### src/rtl/wash_pkg.sv
// Shared definitions for the wash sequencer: state encodings, phase durations,
// motor pattern boundaries and BCD helpers.
package wash_pkg;

    typedef enum logic [2:0] {
        ST_IDLE  = 3'd0,
        ST_FILL  = 3'd1,
        ST_WASH  = 3'd2,
        ST_RINSE = 3'd3,
        ST_SPIN  = 3'd4,
        ST_DONE  = 3'd5,
        ST_PAUSE = 3'd6
    } state_e;

    localparam logic [7:0] DUR_FILL        = 8'h04;
    localparam logic [7:0] DUR_RINSE       = 8'h10;
    localparam logic [7:0] DUR_SPIN        = 8'h06;
    localparam logic [7:0] DUR_DONE        = 8'h05;
    localparam logic [7:0] DEFAULT_SETTING = 8'h20;

    localparam logic [3:0] PAT_FWD_END  = 4'd5;
    localparam logic [3:0] PAT_GAP1_END = 4'd7;
    localparam logic [3:0] PAT_REV_END  = 4'd13;
    localparam logic [3:0] PAT_GAP2_END = 4'd15;

    // Setting increment: 99 wraps to 01, never 00.
    function automatic logic [7:0] bcd_inc_wrap(input logic [7:0] v);
        logic [7:0] r;
        if (v == 8'h99)
            r = 8'h01;
        else if (v[3:0] == 4'd9)
            r = {v[7:4] + 4'd1, 4'd0};
        else
            r = {v[7:4], v[3:0] + 4'd1};
        return r;
    endfunction

    function automatic state_e next_phase(input state_e s);
        state_e r;
        case (s)
            ST_FILL:  r = ST_WASH;
            ST_WASH:  r = ST_RINSE;
            ST_RINSE: r = ST_SPIN;
            ST_SPIN:  r = ST_DONE;
            default:  r = ST_IDLE;
        endcase
        return r;
    endfunction

    // IDLE shows the setting, so its "duration" is the setting too.
    function automatic logic [7:0] phase_duration(input state_e s, input logic [7:0] setting);
        logic [7:0] r;
        case (s)
            ST_FILL:  r = DUR_FILL;
            ST_RINSE: r = DUR_RINSE;
            ST_SPIN:  r = DUR_SPIN;
            ST_DONE:  r = DUR_DONE;
            default:  r = setting;
        endcase
        return r;
    endfunction

endpackage

### src/rtl/bcd_down2.sv
// Two-digit BCD down counter with load priority over decrement, plus a
// flag for count==01.
module bcd_down2
    import wash_pkg::*;
#(
    parameter logic [7:0] RESET_VAL = DEFAULT_SETTING
) (
    input  logic       clk,
    input  logic       rst,
    input  logic       load,
    input  logic [7:0] load_val,
    input  logic       dec,
    output logic [7:0] count,
    output logic       is_one
);

    logic [7:0] count_q, count_d;

    always_comb begin
        count_d = count_q;
        if (load)
            count_d = load_val;
        else if (dec) begin
            if (count_q[3:0] == 4'd0)
                count_d = {count_q[7:4] - 4'd1, 4'd9};
            else
                count_d = {count_q[7:4], count_q[3:0] - 4'd1};
        end
    end

    always_ff @(posedge clk) begin
        if (rst)
            count_q <= RESET_VAL;
        else
            count_q <= count_d;
    end

    assign count  = count_q;
    assign is_one = (count_q == 8'h01);

endmodule

### src/rtl/wash_sequencer.sv
// Washing machine program sequencer: FILL/WASH/RINSE/SPIN/DONE timed on a
// 1 Hz tick, with emergency pause/resume and an adjustable wash duration.
module wash_sequencer
    import wash_pkg::*;
(
    input  logic       clk,
    input  logic       rst,
    input  logic       tick,
    input  logic       start,
    input  logic       emergency,
    input  logic       add,
    output logic       zheng,
    output logic       fan,
    output logic       alarm,
    output logic [7:0] remain,
    output logic [2:0] phase,
    output logic       busy
);

    state_e     state_q, state_d;
    state_e     saved_q, saved_d;
    logic [7:0] setting_q, setting_d;
    logic [3:0] pat_q, pat_d;
    logic       zheng_q, zheng_d;
    logic       fan_q, fan_d;
    logic       alarm_q, alarm_d;
    logic       busy_q, busy_d;

    logic       cnt_load, cnt_dec, cnt_is_one;
    logic [7:0] cnt_val, cnt_count;

    bcd_down2 #(.RESET_VAL(DEFAULT_SETTING)) u_remain (
        .clk      (clk),
        .rst      (rst),
        .load     (cnt_load),
        .load_val (cnt_val),
        .dec      (cnt_dec),
        .count    (cnt_count),
        .is_one   (cnt_is_one)
    );

    always_comb begin
        state_d   = state_q;
        saved_d   = saved_q;
        setting_d = setting_q;
        pat_d     = pat_q;
        cnt_load  = 1'b0;
        cnt_dec   = 1'b0;
        cnt_val   = setting_q;

        case (state_q)
            ST_IDLE: begin
                if (start) begin
                    state_d  = ST_FILL;
                    cnt_load = 1'b1;
                    cnt_val  = DUR_FILL;
                end else begin
                    if (add)
                        setting_d = bcd_inc_wrap(setting_q);
                    cnt_load = 1'b1;
                    cnt_val  = setting_d;
                end
            end
            ST_PAUSE: begin
                if (emergency)
                    state_d = saved_q;
            end
            default: begin
                // Emergency outranks a coincident tick; DONE ignores emergency.
                if (emergency && state_q != ST_DONE) begin
                    saved_d = state_q;
                    state_d = ST_PAUSE;
                end else if (tick) begin
                    if (cnt_is_one) begin
                        state_d  = next_phase(state_q);
                        pat_d    = '0;
                        cnt_load = 1'b1;
                        cnt_val  = phase_duration(state_d, setting_q);
                    end else begin
                        cnt_dec = 1'b1;
                        pat_d   = (pat_q == PAT_GAP2_END) ? '0 : pat_q + 4'd1;
                    end
                end
            end
        endcase

        zheng_d = 1'b0;
        fan_d   = 1'b0;
        if (state_d == ST_SPIN)
            zheng_d = 1'b1;
        else if (state_d == ST_WASH || state_d == ST_RINSE) begin
            zheng_d = (pat_d <= PAT_FWD_END);
            fan_d   = (pat_d > PAT_GAP1_END) && (pat_d <= PAT_REV_END);
        end
        alarm_d = (state_d == ST_DONE);
        busy_d  = (state_d != ST_IDLE);
    end

    always_ff @(posedge clk) begin
        if (rst) begin
            state_q   <= ST_IDLE;
            saved_q   <= ST_IDLE;
            setting_q <= DEFAULT_SETTING;
            pat_q     <= '0;
            zheng_q   <= 1'b0;
            fan_q     <= 1'b0;
            alarm_q   <= 1'b0;
            busy_q    <= 1'b0;
        end else begin
            state_q   <= state_d;
            saved_q   <= saved_d;
            setting_q <= setting_d;
            pat_q     <= pat_d;
            zheng_q   <= zheng_d;
            fan_q     <= fan_d;
            alarm_q   <= alarm_d;
            busy_q    <= busy_d;
        end
    end

    assign zheng  = zheng_q;
    assign fan    = fan_q;
    assign alarm  = alarm_q;
    assign busy   = busy_q;
    assign remain = cnt_count;
    assign phase  = state_q;

endmodule
### config.mk
export PLATFORM = sky130hd
export DESIGN_NAME = wash_sequencer
export DESIGN_NICKNAME = d
export VERILOG_FILES = /design/src/rtl/wash_pkg.sv /design/src/rtl/bcd_down2.sv /design/src/rtl/wash_sequencer.sv
export SDC_FILE = /design/constraint.sdc
export NUM_CORES = 1
export LEC_CHECK = 0
export CAP_MARGIN = 40
export CORE_MARGIN = 1.5
export CORE_UTILIZATION = 40
export DETAILED_ROUTE_END_ITERATION = 8
export GPL_ROUTABILITY_DRIVEN = 0
export GPL_TIMING_DRIVEN = 1
export PLACE_DENSITY = 0.7
export SETUP_SLACK_MARGIN = 0.4
export SYNTH_ARGS = -nofsm -noshare
export SYNTH_HDL_FRONTEND = slang
export SYNTH_SLANG_ARGS = --single-unit
### constraint.sdc
create_clock -name clk -period 2.87 [get_ports clk]
set_input_delay 0.287 -clock clk [delete_from_list [all_inputs] [get_ports clk]]
set_output_delay 0.287 -clock clk [all_outputs]
set_load 0.005 [all_outputs]
==> impl_metrics.yaml <==
cells_and_area:
  multi_input_area_um2: 1430
  drive_above_1_share_pct: 13.9
  synthToLayoutAreaGrowth_pct: 17.3
  design_area_um2: 2550
  fill_cells: 476
  final_util_pct: 49.3
  final_nets: 298
  final-seq-area_um2: 602
  diodes: 0
sta:
  finalMaxSlewViolations: 0
  rsz0062_at_grt: "false"
  layout_min_cycle_time_ns: 2.21
  relSlewSlack_pct: 54.3
  fin_worst_skew_ns: 0.00883
  finalHoldViolCount: 0
  fmax_mhz: 452
  period_share_pct: 77.1
  worst_pin_slew_ns: 0.681
  setup_viol: 0
  fin_setup_tns_ns: 0
floorplan:
  io_pins: 21
  start_util_pct: 42.0
  dieHeight_um: 76.7
  die_area_um2: 5880
  chipWidth_um: 76.7
  fp-row-count: 26
  core_area_um2: 5170
clocking:
  clk_pin_slew_ns: 0.07
  clk_latency_ns: 0.29
  ctsLongestPathBuffers: 2
  cts_buffers: 5
  tritoncts: "built"
  root_buffer: "clkbuf_8"
  htree_num_levels: 2
  post_cts_buffers: 0
  cts.sinks: 30
yosys:
  synth.top_cell.area_share_pct: 27.6
  ys_seq_elements: 30
  synth_ff_type: "dfxtp_1"
  synth_edf_count: 0
  synth-compound-area-share_pct: 31.0
  synthXorXnorAreaFrac_pct: 1.21
  yosys.area_share.simple_pct: 28.5
  syn-cell-area_um2: 2170
  synthTopCellsByCount: "30 x dfxtp_1, 26 x nand2_1, 25 x a21oi_1, 22 x nor2_1, 13 x o21ai_0"
  yosysMostFrequentCell: "dfxtp_1"
  synth_nets: 281
  synth.area.mux_share_pct: 1.67
  synthCells: 269
  syn_area_per_cell_um2: 8.07
  yosysTopAreaCell: "dfxtp_1"
  synth_cell_type_count: 70
  synth.area.top_cells: "dfxtp_1 28%, a21oi_1 5.8%, nand2_1 4.5%"
  synth_top_family_by_area: "compound AO/OA/AOI/OAI gates"
  async_flop_share_pct: 0
  yosysWarningCount: 0
  yosysSeqAreaShare_pct: 27.6
  synth_fa_ha_area_share_pct: 3.46
worst_setup_path:
  rr_startpoint: "phase[1]"
  worstSetupStartpoint: "phase[1]"
  critPathCaptureType: "flip-flop"
  path_class: "flip-flop to flip-flop"
  cp_max_fo: 14
  reg2reg_setup_slack_ns: 0.66
  cp-endpoint: "u_remain.count[4]"
  critical_path_required_ns: 3.03
  cp.arrival_ns: 2.37
  r2r_cells: 7
  reg2reg_to: "u_remain.count[4]"
  worstSetupStartpointType: "flip-flop"
outcome:
  outcome: "complete, no violations"
detailed_routing:
  vias: 2128
  dr_wl_met2_um: 2510
  routed-wl-met3_um: 393
  wl_per_cell_um: 15.6
  routed_wl_um: 5560
  drcViolationCount: 0
  drt-met1-wl_um: 2570
  drtAntennaViolNets: 0
  top_layer_used: "met4"
  vias_per_cell: 5.96
  first_pass_iters: 5
  drt_iter0_markers: 351
global_route:
  grt_pass1_wl_um: 9290
  antenna_found_initial: 0
  overflow: 0
  track_usage_pct: 19.6
  grt_max_degree: 23
  grt_pass1_vias: 1859
placement:
  portBuffers: 20
  placed_area_um2: 2400
  hpwl_um: 4070
power_and_ir_drop:
  ir_drop_mv: 0.253
  p_leak_uw: 0.000912
  p_per_area_nw_per_um2: 596
flow_run:
  maxCapViolCount: 0
min_path:
  min_path_type: "flip-flop to flip-flop"
## layout by cell type, fill, tap and decap left out, types with 5 or more instances in the layout
| cell | synthesis | layout |
|---|---|---|
| ha_1 | 6 | 6 |
| o22ai_1 | 5 | 5 |
| dfxtp_1 | 30 | 29 |
| o21ai_0 | 13 | 13 |
| nor2_1 | 22 | 22 |
| a21oi_1 | 25 | 25 |
| nor3_1 | 9 | 9 |
| inv_1 | 10 | 10 |
| clkbuf_8 | 0 | 6 |
| and2_1 | 6 | 6 |
| nand2_1 | 26 | 26 |
| clkdlybuf4s50_1 | 0 | 20 |
| a31oi_1 | 6 | 6 |
| buf_4 | 1 | 6 |
| nand3_1 | 8 | 8 |
## critical path: stages (launching register included)
cell and delay (ns):
dfxtp_1 0.59, buf_4 0.27, or2_2 0.13, a21boi_1 0.24
nor3_4 0.10, a21o_1 0.16, a2111oi_0 0.51, a211oi_2 0.08
## cell type report
class                      count  share of cell area (%)
sequential                    30                    23.6
clock inverter                 2                    2.36
timing repair buffer          26                    9.62
multi-input combinational    212                    56.1
tap                           70                    3.44
inverter                      11                    1.62
clock buffer                   6                    3.24
## logic make-up after synthesis
kind of cell    Yosys count
buf+inv                  27
compound gates           97
mux                       3
fa+ha+maj                 6
simple gates            103
flops                    30
xor+xnor                  3
## sequential cells by signal, indices dropped and copies added (netlist names)
register	cells
zheng	1
alarm	1
phase	3
setting_q	8
fan	1
u_remain.count	8
saved_q	3
busy	1
pat_q	4
## where the power goes
part | leakage (uW) | switching, uW | total (uW) | internal [uW]
Clock | 0.0000714 | 174 | 545 | 370
Sequential | 0.000245 | 61.6 | 519 | 457
Combinational | 0.000595 | 243 | 457 | 214
## per-stage QoR
stage | hold slack (ns) | std cells | setup WS, ns | power, uW
after floorplan | 0.358 | 269 | 0.920 | 835
after global placement | 0.505 | 349 | 0.456 | 973
after detailed placement | 0.505 | 349 | 0.526 | 975
after CTS | 0.516 | 357 | 0.596 | 1520
after global routing | 0.538 | 357 | 0.454 | 1600
final | 0.515 | 357 | 0.656 | 1520
## how the worst min path moves through the flow
stage | startpoint | end | slack [ns] | cells past startpoint
after detailed placement | pat_q[0] | pat_q[0] | 0.51 | 2
after global placement | saved_q[2] | saved_q[2] | 0.51 | 2
after CTS | pat_q[0] | pat_q[0] | 0.52 | 2
final | pat_q[0] | pat_q[0] | 0.52 | 2
after floorplan | rst | alarm | 0.36 | 1
after global routing | pat_q[0] | pat_q[0] | 0.54 | 2
## routing by layer
metal	track usage [%]	vias to the layer above
li1	-	1036
met1	27.6	999
met2	29.6	87
met3	4.52	6
met4	6.11	0
met5	0	-
## timing repair
action	CTS	global route
setup endpoints to repair	0	2
gates resized for setup	0	1
hold buffers	0	0
Power figures use the tool's default switching activity.
